--- config.mk ---
export PLATFORM = sky130hd
export DESIGN_NAME = sr_ff_bank_flat
export DESIGN_NICKNAME = d
export VERILOG_FILES = /design/src/rtl/sr_ff_bank_if.sv /design/src/rtl/sr_ff_bank.sv /design/src/flat_wrapper.sv
export SDC_FILE = /design/constraint.sdc
export NUM_CORES = 1
export LEC_CHECK = 0
export BUFFER_PORTS_ARGS = -buffer_cell sky130_fd_sc_hd__buf_2
export CORE_UTILIZATION = 56
export DETAILED_ROUTE_END_ITERATION = 12
export GPL_TIMING_DRIVEN = 0
export PLACE_DENSITY = 0.85
export SLEW_MARGIN = 20
export SYNTH_ARGS = -nofsm -noshare
export SYNTH_HDL_FRONTEND = slang
export SYNTH_SLANG_ARGS = --single-unit
--- constraint.sdc ---
create_clock -name CLK -period 3.9 [get_ports CLK]
set_input_delay 0.78 -clock CLK [delete_from_list [all_inputs] [get_ports CLK]]
set_output_delay 0.78 -clock CLK [all_outputs]
set_load 0.01 [all_outputs]
--- src/rtl/sr_ff_bank_if.sv ---
// sr_ff_bank_if: control / data bundle for the sr_ff_bank storage cells.
// master drives mode, enable and per-channel stimulus; slave returns state.
interface sr_ff_bank_if #(
  parameter int WIDTH = 8,
  parameter int CNT_W = 8
);
  logic             EN;
  logic [1:0]       MODE;
  logic [WIDTH-1:0] S;
  logic [WIDTH-1:0] R;
  logic             CLR_ILL;
  logic [WIDTH-1:0] Q;
  logic [WIDTH-1:0] QF;
  logic [WIDTH-1:0] ILLEGAL;
  logic [CNT_W-1:0] ILL_CNT;

  modport master (
    output EN, MODE, S, R, CLR_ILL,
    input  Q, QF, ILLEGAL, ILL_CNT
  );

  modport slave (
    input  EN, MODE, S, R, CLR_ILL,
    output Q, QF, ILLEGAL, ILL_CNT
  );
endinterface

--- src/rtl/sr_ff_bank.sv ---
// sr_ff_bank: WIDTH edge-triggered bistable cells with a shared runtime mode
// (SR / JK / D / T), separate true and false outputs, and tracking of the
// forbidden SR pair through sticky per-channel flags and a saturating counter.
// Optional build macro SR_FF_BANK_SYNC_EN inserts 2-flop synchronisers on
// S, R and MODE (latency 3 cycles); undefined, inputs are used directly.
module sr_ff_bank #(
  parameter int WIDTH = 8,
  parameter int CNT_W = 8
) (
  input logic          CLK,
  input logic          RST_N,
  sr_ff_bank_if.slave  bus
);

  localparam logic [1:0] MODE_SR = 2'b00;
  localparam logic [1:0] MODE_JK = 2'b01;
  localparam logic [1:0] MODE_D  = 2'b10;
  localparam logic [1:0] MODE_T  = 2'b11;

  localparam logic [CNT_W-1:0] CNT_MAX = {CNT_W{1'b1}};
  localparam logic [CNT_W-1:0] CNT_ONE = {{(CNT_W-1){1'b0}}, 1'b1};

  logic [WIDTH-1:0] s_use;
  logic [WIDTH-1:0] r_use;
  logic [1:0]       mode_use;

`ifdef SR_FF_BANK_SYNC_EN
  logic [WIDTH-1:0] s_meta_r, s_sync_r;
  logic [WIDTH-1:0] r_meta_r, r_sync_r;
  logic [1:0]       mode_meta_r, mode_sync_r;

  // Two-stage synchronisers for the asynchronous stimulus inputs.
  always_ff @(posedge CLK or negedge RST_N) begin
    if (!RST_N) begin
      s_meta_r    <= {WIDTH{1'b0}};
      s_sync_r    <= {WIDTH{1'b0}};
      r_meta_r    <= {WIDTH{1'b0}};
      r_sync_r    <= {WIDTH{1'b0}};
      mode_meta_r <= 2'b00;
      mode_sync_r <= 2'b00;
    end else begin
      s_meta_r    <= bus.S;
      s_sync_r    <= s_meta_r;
      r_meta_r    <= bus.R;
      r_sync_r    <= r_meta_r;
      mode_meta_r <= bus.MODE;
      mode_sync_r <= mode_meta_r;
    end
  end

  assign s_use    = s_sync_r;
  assign r_use    = r_sync_r;
  assign mode_use = mode_sync_r;
`else
  assign s_use    = bus.S;
  assign r_use    = bus.R;
  assign mode_use = bus.MODE;
`endif

  logic [WIDTH-1:0] q_r, qf_r, ill_r;
  logic [CNT_W-1:0] cnt_r;
  logic [WIDTH-1:0] q_nxt_s, qf_nxt_s;
  logic [WIDTH-1:0] ill_hit_s;
  logic             ill_event_s;

  // Per-channel next Q/QF for the selected mode; SR may hold or create 0/0.
  always_comb begin
    q_nxt_s  = q_r;
    qf_nxt_s = qf_r;
    for (int i = 0; i < WIDTH; i++) begin
      case (mode_use)
        MODE_SR: begin
          case ({s_use[i], r_use[i]})
            2'b01:   begin q_nxt_s[i] = 1'b0; qf_nxt_s[i] = 1'b1; end
            2'b10:   begin q_nxt_s[i] = 1'b1; qf_nxt_s[i] = 1'b0; end
            2'b11:   begin q_nxt_s[i] = 1'b0; qf_nxt_s[i] = 1'b0; end
            default: begin q_nxt_s[i] = q_r[i]; qf_nxt_s[i] = qf_r[i]; end
          endcase
        end
        MODE_JK: begin
          // QF is rebuilt from the new Q, which also resolves a held 0/0 pair.
          case ({s_use[i], r_use[i]})
            2'b01:   q_nxt_s[i] = 1'b0;
            2'b10:   q_nxt_s[i] = 1'b1;
            2'b11:   q_nxt_s[i] = ~q_r[i];
            default: q_nxt_s[i] = q_r[i];
          endcase
          qf_nxt_s[i] = ~q_nxt_s[i];
        end
        MODE_D: begin
          q_nxt_s[i]  = s_use[i];
          qf_nxt_s[i] = ~s_use[i];
        end
        MODE_T: begin
          q_nxt_s[i]  = q_r[i] ^ s_use[i];
          qf_nxt_s[i] = ~(q_r[i] ^ s_use[i]);
        end
        default: begin
          q_nxt_s[i]  = q_r[i];
          qf_nxt_s[i] = qf_r[i];
        end
      endcase
    end
  end

  // Forbidden-pair detection, only meaningful in SR mode on an enabled edge.
  always_comb begin
    if (mode_use == MODE_SR) begin
      ill_hit_s = s_use & r_use;
    end else begin
      ill_hit_s = {WIDTH{1'b0}};
    end
    ill_event_s = bus.EN & (|ill_hit_s);
  end

  // Cell state: updates only when enabled.
  always_ff @(posedge CLK or negedge RST_N) begin
    if (!RST_N) begin
      q_r  <= {WIDTH{1'b0}};
      qf_r <= {WIDTH{1'b1}};
    end else if (bus.EN) begin
      q_r  <= q_nxt_s;
      qf_r <= qf_nxt_s;
    end else begin
      q_r  <= q_r;
      qf_r <= qf_r;
    end
  end

  // Illegal tracking: a fresh event beats a simultaneous clear; clear works even when disabled.
  always_ff @(posedge CLK or negedge RST_N) begin
    if (!RST_N) begin
      ill_r <= {WIDTH{1'b0}};
      cnt_r <= {CNT_W{1'b0}};
    end else if (ill_event_s) begin
      if (bus.CLR_ILL) begin
        ill_r <= ill_hit_s;
        cnt_r <= CNT_ONE;
      end else begin
        ill_r <= ill_r | ill_hit_s;
        cnt_r <= (cnt_r == CNT_MAX) ? cnt_r : cnt_r + CNT_ONE;
      end
    end else if (bus.CLR_ILL) begin
      ill_r <= {WIDTH{1'b0}};
      cnt_r <= {CNT_W{1'b0}};
    end else begin
      ill_r <= ill_r;
      cnt_r <= cnt_r;
    end
  end

  assign bus.Q       = q_r;
  assign bus.QF      = qf_r;
  assign bus.ILLEGAL = ill_r;
  assign bus.ILL_CNT = cnt_r;

endmodule

--- src/flat_wrapper.sv ---
// flat-port wrapper written by rule: the top's interface ports become plain ports
module sr_ff_bank_flat 
#(
  parameter int WIDTH = 8,
  parameter int CNT_W = 8
)
  (CLK, RST_N, bus_EN, bus_MODE, bus_S, bus_R, bus_CLR_ILL, bus_Q, bus_QF, bus_ILLEGAL, bus_ILL_CNT);
  sr_ff_bank_if #(.WIDTH(WIDTH), .CNT_W(CNT_W)) bus_i ();
  input logic CLK;
  input logic RST_N;
  input wire logic [$bits(bus_i.EN)-1:0] bus_EN;
  input wire logic [$bits(bus_i.MODE)-1:0] bus_MODE;
  input wire logic [$bits(bus_i.S)-1:0] bus_S;
  input wire logic [$bits(bus_i.R)-1:0] bus_R;
  input wire logic [$bits(bus_i.CLR_ILL)-1:0] bus_CLR_ILL;
  output wire logic [$bits(bus_i.Q)-1:0] bus_Q;
  output wire logic [$bits(bus_i.QF)-1:0] bus_QF;
  output wire logic [$bits(bus_i.ILLEGAL)-1:0] bus_ILLEGAL;
  output wire logic [$bits(bus_i.ILL_CNT)-1:0] bus_ILL_CNT;
  assign bus_i.EN = bus_EN;
  assign bus_i.MODE = bus_MODE;
  assign bus_i.S = bus_S;
  assign bus_i.R = bus_R;
  assign bus_i.CLR_ILL = bus_CLR_ILL;
  assign bus_Q = bus_i.Q;
  assign bus_QF = bus_i.QF;
  assign bus_ILLEGAL = bus_i.ILLEGAL;
  assign bus_ILL_CNT = bus_i.ILL_CNT;
  sr_ff_bank #(.WIDTH(WIDTH), .CNT_W(CNT_W)) u_core (.CLK(CLK), .RST_N(RST_N), .bus(bus_i));
endmodule
==> results.json, run 1 <==
{
  "status": "finished clean",
  "synthFlopType": "dfrtp_1",
  "p_per_area_nw_per_um2": 346,
  "cp_data_required_time_ns": 3.12,
  "synth_area_leader_cell": "dfrtp_1",
  "finalSetupViolations": 0,
  "cts-buffers-inserted": 5,
  "worstMarginPinSlew_ns": 0.726,
  "place_hpwl_um": 3450,
  "synth_edf_count": 0,
  "slew_violations": 0,
  "whs_path_depth": 2,
  "cp_slowest_cell": "dfrtp_1",
  "r2r_start": "u_core.bus.ILL_CNT[0]$_DFFE_PN0P_",
  "rsz0062_at_grt": "false",
  "synth.area.top_cells": "dfrtp_1 31%, dfstp_2 11%, a21oi_1 7.9%, nand2_1 7.5%, o21ai_0 5.6%",
  "initial_utilization_pct": 58.7,
  "row_count": 21,
  "fmax_ghz": 0.552,
  "crit_chain": "buf_2",
  "period_share_pct": 46.5,
  "clk_pin_slew_worst_paths_ns": 0.10,
  "cp-startpoint": "u_core.bus.ILL_CNT[7]$_DFFE_PN0P_",
  "clkSinkCount": 32,
  "holdCritPathClass": "flop to flop",
  "hold_viol": 0,
  "drv_cap": 0,
  "gp_congestion": 0.850,
  "num_antenna_cells": 0,
  "slowest_delay_ns": 0.51,
  "leakage_nw": 1.06,
  "dieArea_sq_um": 3740,
  "ys_seq_area_share_pct": 41.4,
  "critPathTopFamily": "flip-flops",
  "avgSynthCellArea_sq_um": 8.37,
  "path_max_fanout": 8,
  "max-slew-margin-rel_pct": 51.6,
  "grt_max_degree": 33,
  "wire_per_inst_um": 14.4,
  "drtIter0Drc": 92,
  "dr.pass1.iters": 4,
  "track_usage_pct": 29.0,
  "rr_worst_depth": 5,
  "syn-cell-area_sq_um": 1960,
  "synthToLayoutAreaGrowth_pct": 19.2,
  "ctsHtreeMaxLevel": 2,
  "nets": 314,
  "synth_nets": 257,
  "clk_latency_ns": 0.34,
  "ys_ff_latch": 32,
  "end_kind": "primary output",
  "die_h_um": 61.1,
  "critPathKind": "flop to primary output",
  "min_period_ns": 1.81,
  "postCtsSetupRepairBufs": 0,
  "fillCellCount": 278,
  "vias_per_cell": 5.79,
  "grt_pass1_vias": 1660,
  "vias": 1956,
  "detail-route-antenna-nets": 0,
  "io_pins": 54,
  "cts_tree": "built",
  "synth_warnings": 0,
  "synth.distinct_cells": 39,
  "critPathBufInv": 1,
  "postCtsResizedCells": 0,
  "coreArea_sq_um": 3340,
  "hold_start": "u_core.bus.QF[6]$_DFFE_PN1P_",
  "root_buffer": "clkbuf_4",
  "yosys.cell_count.top_type": "nand2_1",
  "cts.path.max_buffers": 2,
  "grt_first_pass_wirelength_um": 7940,
  "async_reset_ff_share_pct": 100,
  "final_layout_size_suffix_gt1_share_pct": 27.4,
  "tns_ns": 0,
  "portBuffers": 50,
  "fin_area_sq_um": 2330,
  "gr-total-overflow": 0,
  "wirelength_um": 4860,
  "postPlaceCellArea_sq_um": 2270,
  "synth_top_area_share_pct": 30.7,
  "yosys-top-cells-count": "39 x nand2_1, 31 x a21oi_1, 24 x dfrtp_1",
  "drc_errors": 0,
  "antenna_found_initial": 0,
  "start_kind": "flop",
  "ir_drop_mv": 0.198,
  "cts_hold_buf": 0,
  "syn_inst": 234,
  "crit_arrival_ns": 1.03,
  "cp_num_cells": 1,
  "finClkSkew_ns": 0.00490,
  "die_x_um": 61.1
}
==> path summary, 6_finish.rpt <==
kind,endpoint,slack (ns)
min in group asynchronous,u_core.bus.ILLEGAL[0]$_DFFE_PN0P_,0.49
min,u_core.bus.QF[6]$_DFFE_PN1P_,0.48
max reg2reg,u_core.bus.ILL_CNT[5]$_DFFE_PN0P_,2.28
max,bus_ILL_CNT[7],2.09
min reg2reg,u_core.bus.QF[6]$_DFFE_PN1P_,0.48
max in group asynchronous,u_core.bus.ILL_CNT[0]$_DFFE_PN0P_,2.94
==> through the flow <==
stage | std cells | power (mW) | utilization, % | worst slack, ns | hold WS, ns
2_1_floorplan | 234 | 0.511 | - | 2.07 | 0.483
3_3_place_gp | 330 | 0.586 | 67.9 | 1.82 | 0.467
3_5_place_dp | 330 | 0.591 | 67.9 | 1.82 | 0.477
4_1_cts | 338 | 0.813 | 70.0 | 2.08 | 0.492
5_1_grt | 338 | 0.856 | 70.0 | 2.01 | 0.531
6_report | 338 | 0.807 | 70.0 | 2.09 | 0.484
==> flip-flops by register name, summed over array words and instances (netlist names) <==
name                cells
u_core.bus.ILLEGAL      8
u_core.bus.ILL_CNT      8
u_core.bus.Q            8
u_core.bus.QF           8
==> metal layers <==
metal | GRT usage [%] | share of wire (%) | vias to the layer above
met1 | 40.3 | 45 | 904
met3 | 7.77 | 6.7 | 9
li1 | - | - | 962
met5 | 0 | 0 | -
met2 | 44.1 | 47 | 81
met4 | 9.42 | 1.4 | 0
==> cells by family (layout without fill, tap and decap cells) <==
| kind of cell | Yosys count | count (layout) | share of synthesized area (%) |
|---|---|---|---|
| muxes | 2 | 2 | 1.15 |
| DFF | 32 | 32 | 41.4 |
| and+or+nand+nor | 90 | 90 | 23.8 |
| buffers and inverters | 24 | 82 | 5.11 |
| AOI/OAI and AO/OA | 85 | 85 | 27.9 |
| adders and majority gates | 1 | 1 | 0.639 |
==> cells in the final DEF, fill, tap and decap left out, types with 2 or more instances in the layout <==
| master | synthesis | final |
|---|---|---|
| nor2b_1 | 4 | 4 |
| inv_1 | 11 | 11 |
| o41ai_1 | 3 | 3 |
| a41o_1 | 5 | 5 |
| nor2_1 | 12 | 12 |
| a21oi_1 | 31 | 31 |
| nand4_2 | 2 | 2 |
| buf_2 | 2 | 52 |
| and3_1 | 3 | 3 |
| dfrtp_1 | 24 | 24 |
| buf_4 | 2 | 2 |
| clkbuf_8 | 0 | 2 |
| clkbuf_1 | 8 | 9 |
| nand2b_1 | 8 | 8 |
| dfstp_2 | 8 | 8 |
| mux2_2 | 2 | 2 |
| nor3_1 | 2 | 2 |
| o22ai_1 | 8 | 8 |
| clkbuf_4 | 0 | 5 |
| nand2_2 | 2 | 2 |
| o21ai_0 | 22 | 22 |
| a32oi_1 | 5 | 5 |
| nand2_1 | 39 | 39 |
| nand4_1 | 2 | 2 |
| a21boi_0 | 5 | 5 |
| nand3b_1 | 5 | 5 |
| or3_1 | 2 | 2 |
| nand3_1 | 4 | 4 |
==> where the power goes <==
group | internal (mW) | total (mW) | switching (mW) | leakage, nW
Combinational | 0.0753 | 0.184 | 0.109 | 0.625
Sequential | 0.372 | 0.401 | 0.0291 | 0.401
Clock | 0.106 | 0.222 | 0.116 | 0.0386
Total | 0.553 | 0.807 | 0.254 | 1.06
==> area by class of cell <==
type | instances | area (sq um) | area share, %
Tap cell | 46 | 57.6 | 2.47
Timing Repair Buffer | 50 | 250 | 10.7
Buffer | 13 | 58.8 | 2.52
Multi-Input combinational cell | 178 | 1050 | 44.9
Clock buffer | 8 | 68.8 | 2.95
Sequential cell | 32 | 811 | 34.7
Inverter | 11 | 41.3 | 1.77
Note: power is estimated with default switching activity, not from simulation.
==> run 2, diff against run 1 <==
- CORE_UTILIZATION: 56 -> 47
- PLACE_DENSITY: 0.85 -> 0.76
- clock period: 3.9 -> 1.54 ns (I/O delays scaled with it)
==> run 2 against run 1 <==
Worst setup slack lost 2.0 ns. Global-route usage shrank 4.1 points. Via count grew 0.15%. Combinational power grew to 2.6 times the previous value. First-iteration DRC count grew 78%. Sequential power grew to 2.5 times the previous value. Critical path type is now flop to flop. Largest cell class unchanged.
==> results.json, run 2 (same netlist as run 1, synthesis figures left out) <==
{
  "synthToLayoutAreaGrowth_pct": 23.7,
  "dieArea_sq_um": 4430,
  "path_max_fanout": 6,
  "timing.rr.end": "u_core.bus.ILL_CNT[5]$_DFFE_PN0P_",
  "die_h_um": 66.5,
  "ir_drop_mv": 0.540,
  "layout_common_cells": "52 x buf_2, 39 x nand2_1, 30 x a21oi_1",
  "fmax_ghz": 0.676,
  "r2r_start": "u_core.bus.ILL_CNT[0]$_DFFE_PN0P_",
  "min_period_ns": 1.48,
  "nets": 318,
  "clk_pin_slew_worst_paths_ns": 0.07,
  "cts_tree": "built",
  "finalSetupViolations": 0,
  "portBuffers": 50,
  "grt_max_degree": 33,
  "status": "finished clean",
  "antenna_found_initial": 0,
  "wire_per_inst_um": 14.9,
  "crit_arrival_ns": 1.70,
  "track_usage_pct": 24.9,
  "grt_pass1_vias": 1718,
  "p_per_area_nw_per_um2": 899,
  "hold_ws_ns": 0.0792,
  "dr.pass1.iters": 4,
  "drc_errors": 0,
  "place_hpwl_um": 3510,
  "num_antenna_cells": 0,
  "vias": 1959,
  "max-slew-margin-rel_pct": 51.5,
  "gr-total-overflow": 0,
  "wirelength_um": 5170,
  "slew_violations": 0,
  "ctsHtreeMaxLevel": 2,
  "critPathKind": "flop to flop",
  "r2r_setup_slack_ns": 0.06,
  "cp_data_required_time_ns": 1.76,
  "clkSinkCount": 32,
  "final_layout_size_suffix_gt1_share_pct": 30.7,
  "clk_latency_ns": 0.28,
  "initial_utilization_pct": 49.0,
  "die_x_um": 66.5,
  "hold_viol": 0,
  "row_count": 23,
  "vias_per_cell": 5.66,
  "end_kind": "flop",
  "coreArea_sq_um": 4000,
  "cts.path.max_buffers": 2,
  "gp_congestion": 0.812,
  "root_buffer": "clkbuf_8",
  "holdCritPathClass": "input pin to async pin",
  "cts_hold_buf": 0,
  "drv_cap": 0,
  "worstMarginPinSlew_ns": 0.728,
  "fin_cells": 346,
  "cts-buffers-inserted": 5,
  "rsz0062_at_grt": "false",
  "rr_worst_depth": 5,
  "io_pins": 54,
  "placed_cells": 334,
  "period_share_pct": 96.1,
  "start_kind": "flop",
  "detail-route-antenna-nets": 0,
  "drtIter0Drc": 164,
  "leakage_nw": 1.09,
  "layout_commonest_cell": "buf_2",
  "grt_first_pass_wirelength_um": 8230,
  "finClkSkew_ns": 0.00184
}
run 2: changes by cell type in the layout (fill, tap and decap cells not counted):
cell and delta:
a21oi_1 -1, a21oi_2 +1, buf_4 +4, clkbuf_1 +1, clkbuf_4 -5, clkbuf_8 +4
dfrtp_1 -4, dfrtp_2 +4, ha_1 -1, ha_4 +1, nand3_1 -1, nand3_2 +1
or3_1 -1, or3_4 +1
run 2: repair_timing:
action                     CTS  global route
pin swaps                    0             1
buffers inserted             0             4
setup endpoints to repair    2             4
resized for setup            1             8
run 2: stage by stage:
step	cell area (sq um)	setup slack, ns	util [%]	setup TNS (ns)	power [mW]
floorplan	1960	0.0316	-	0	1.29
global placement	2270	-0.0667	56.8	-0.272	1.49
detailed placement	2270	-0.0930	56.8	-0.434	1.50
CTS	2360	0.0143	59.1	0	2.18
global route	2420	0.00752	60.6	0	2.30
finish	2420	0.0603	60.6	0	2.18
run 2: routing by layer:
| metal | routed length, um | vias to the layer above | global-route usage, % |
|---|---|---|---|
| li1 | - | 965 | - |
| met1 | 2380 | 924 | 33.9 |
| met2 | 2430 | 64 | 38.4 |
| met3 | 297 | 6 | 5.31 |
| met4 | 62 | 0 | 9.04 |
| met5 | 0 | - | 0 |
run 2: how the worst max path moves through the flow:
stage | start | slack, ns | end | cells after the start
floorplan | u_core.bus.ILL_CNT[0]$_DFFE_PN0P_ | 0.03 | u_core.bus.ILL_CNT[1]$_DFFE_PN0P_ | 5
global placement | bus_MODE[1] | -0.07 | u_core.bus.Q[3]$_DFFE_PN0P_ | 6
detailed placement | bus_MODE[1] | -0.09 | u_core.bus.Q[3]$_DFFE_PN0P_ | 6
CTS | u_core.bus.ILL_CNT[3]$_DFFE_PN0P_ | 0.01 | u_core.bus.ILL_CNT[5]$_DFFE_PN0P_ | 5
global route | u_core.bus.ILL_CNT[0]$_DFFE_PN0P_ | 0.008 | u_core.bus.ILL_CNT[5]$_DFFE_PN0P_ | 5
finish | u_core.bus.ILL_CNT[0]$_DFFE_PN0P_ | 0.06 | u_core.bus.ILL_CNT[5]$_DFFE_PN0P_ | 5
run 2: worst max-delay path, stage by stage (launching register included):
cell and delay, ns:
dfrtp_2 0.45, ha_4 0.20, a31oi_4 0.20, nand3_2 0.10, or3_4 0.33, a21oi_2 0.13
run 2: layout make-up:
class / instances / area [sq um]
plain buffers: 13 / 58.8
flip-flops and latches: 32 / 816
multi-input cells: 178 / 1070
clock buffers: 8 / 90.1
fillers: 383 / 1580
well taps: 50 / 62.6
inverters: 11 / 41.3
repair buffers: 54 / 280
run 2: report_power, final:
part	internal (mW)	total, mW	switching (mW)
combinational	0.194	0.472	0.278
sequential	0.943	1.02	0.0759
clock	0.365	0.686	0.321
total	1.50	2.18	0.675
==> run 3, diff against run 2 <==
- CORE_UTILIZATION: 47 -> 52
- PLACE_DENSITY: 0.76 -> 0.79
- clock period: 1.54 -> 1.4 ns (I/O delays scaled with it)
==> run 3 against run 2 <==
The run now ends with setup timing left. Combinational power up 11%. Flip-flop and latch count unchanged. Largest cell class unchanged. First-iteration DRC count up 6.1%. Clock-buffer cell count down 2. Hold slack worse by 0.040 ns. Die area down 9.3%.
==> results.json, run 3 (same netlist as run 1, synthesis figures left out) <==
{
  "p_int_mw": 1.78,
  "status": "finished, violations left",
  "clk_pin_slew_worst_paths_ns": 0.07,
  "period_share_pct": 104,
  "gp_congestion": 0.852,
  "p_sw_share_pct": 29.7,
  "drv_cap": 0,
  "grt_pass1_vias": 1895,
  "end_kind": "flop",
  "nets": 326,
  "path_max_fanout": 4,
  "hold_viol": 0,
  "holdCritPathClass": "input pin to async pin",
  "cts_hold_buf": 0,
  "p_seq_share_pct": 44.2,
  "dpl_worst_slack_ns": -0.240,
  "gr-total-overflow": 0,
  "failed_checks": "setup timing",
  "worstMarginPinSlew_ns": 0.724,
  "ir_drop_mv": 0.747,
  "max-slew-margin-rel_pct": 51.8,
  "critPathBufInv": 0,
  "finClkSkew_ns": 0.00726,
  "clkPwrFrac_pct": 35.2,
  "wirelength_um": 5270,
  "io_pins": 54,
  "place_hpwl_um": 3450,
  "detail-route-antenna-nets": 0,
  "fin_cells": 350,
  "leakage_nw": 1.14,
  "placed_cells": 330,
  "vias": 2013,
  "wire_per_inst_um": 15.0,
  "portBuffers": 50,
  "rsz0062_at_grt": "true",
  "regArea_sq_um": 816,
  "grt_max_degree": 33,
  "layout_commonest_cell": "buf_2",
  "p_sw_mw": 0.751,
  "fillCellCount": 277,
  "slew_violations": 0,
  "multi_input_area_sq_um": 1080,
  "root_buffer": "clkbuf_8",
  "critPathTopFamily": "flip-flops",
  "track_usage_pct": 28.1,
  "finalSetupViolations": 3,
  "dr.pass1.iters": 4,
  "cts_tree": "built",
  "critPathKind": "flop to flop",
  "start_kind": "flop",
  "dieArea_sq_um": 4020,
  "drtIter0Drc": 174,
  "num_antenna_cells": 0,
  "cts-buffers-inserted": 5,
  "clk_latency_ns": 0.29,
  "die_h_um": 63.4,
  "vias_per_cell": 5.75,
  "layout_common_cells": "52 x buf_2, 39 x nand2_1, 30 x a21oi_1",
  "initial_utilization_pct": 56.5,
  "die_x_um": 63.4,
  "synthToLayoutAreaGrowth_pct": 27.9,
  "coreArea_sq_um": 3470,
  "slowest_delay_ns": 0.44,
  "cp_slowest_cell": "dfrtp_2",
  "pwr-share-comb_pct": 20.6,
  "fmax_ghz": 0.687,
  "finalWorstSetupSlack_ns": -0.0552,
  "drc_errors": 0,
  "cts.path.max_buffers": 2,
  "crit_arrival_ns": 1.67,
  "min_period_ns": 1.46,
  "grt_first_pass_wirelength_um": 8800,
  "clkSinkCount": 32,
  "cp_data_required_time_ns": 1.62,
  "antenna_found_initial": 0,
  "ctsHtreeMaxLevel": 2,
  "crit_chain": "ha_4, a31oi_4, nand3_2, or3_4, a21oi_2",
  "row_count": 21,
  "final_layout_size_suffix_gt1_share_pct": 33.9,
  "p_per_area_nw_per_um2": 1010
}
## run 3: final cells by class
type,instances,share of cell area [%]
repair buffers,62,13.6
well taps,46,2.30
multi-input cells,178,43.2
clock buffers,6,2.90
inverters,11,1.65
flip-flops and latches,32,32.6
clock inverters,2,1.40
plain buffers,13,2.40
## run 3: final timing paths
| kind | slack (ns) | endpoint | cells past startpoint | start |
|---|---|---|---|---|
| min reg2reg | 0.48 | u_core.bus.QF[6]$_DFFE_PN1P_ | 2 | u_core.bus.QF[6]$_DFFE_PN1P_ |
| min in group CLK | 0.29 | u_core.bus.QF[0]$_DFFE_PN1P_ | 4 | bus_R[0] |
| max in group asynchronous | 0.86 | u_core.bus.ILL_CNT[5]$_DFFE_PN0P_ | 1 | RST_N |
| max | -0.06 | u_core.bus.ILL_CNT[5]$_DFFE_PN0P_ | 5 | u_core.bus.ILL_CNT[1]$_DFFE_PN0P_ |
| max reg2reg | -0.06 | u_core.bus.ILL_CNT[5]$_DFFE_PN0P_ | 5 | u_core.bus.ILL_CNT[1]$_DFFE_PN0P_ |
| min | 0.04 | u_core.bus.ILLEGAL[7]$_DFFE_PN0P_ | 1 | RST_N |
## run 3: worst register-to-register path: cells and delay by family, from the launching register on
kind	cells	cell delay, ns
AO/OA/AOI/OAI	2	0.31
adder cells (fa/ha/maj)	1	0.19
flip-flops	1	0.44
AND/OR/NAND/NOR	2	0.43
## run 3: stage by stage
step | util [%] | setup TNS [ns] | instance area, sq um | total power [mW] | hold slack, ns
after global routing | 72.2 | -0.253 | 2500 | 2.64 | 0.110
after CTS | 71.6 | -0.0281 | 2480 | 2.53 | 0.0700
after global placement | 65.8 | -2.19 | 2280 | 1.64 | 0.376
after floorplan | - | 0 | 1970 | 1.42 | -0.0156
after detailed placement | 65.8 | -2.57 | 2280 | 1.65 | 0.381
final | 72.2 | -0.107 | 2500 | 2.53 | 0.0389
## run 3: layer usage
layer / routed length (um) / vias up / global-route usage (%)
met1: 2330 / 948 / 36.9
met4: 69 / 0 / 8.52
li1: - / 982 / -
met3: 327 / 9 / 5.62
met5: 0 / - / 0
met2: 2540 / 74 / 46.3
## run 3: repair_timing
action,4_1_cts,5_1_grt
pin swaps,4,2
setup buffers,11,1
gates cloned,0,0
resized for setup,3,5
setup endpoints to repair,2,9
## run 3: power by group through the flow
stage,Combinational (mW),Sequential (mW),Clock [mW]
floorplan,0.255,1.17,0
global placement,0.505,1.13,0
detailed placement,0.515,1.13,0
CTS,0.522,1.12,0.891
global route,0.582,1.13,0.928
finish,0.522,1.12,0.890
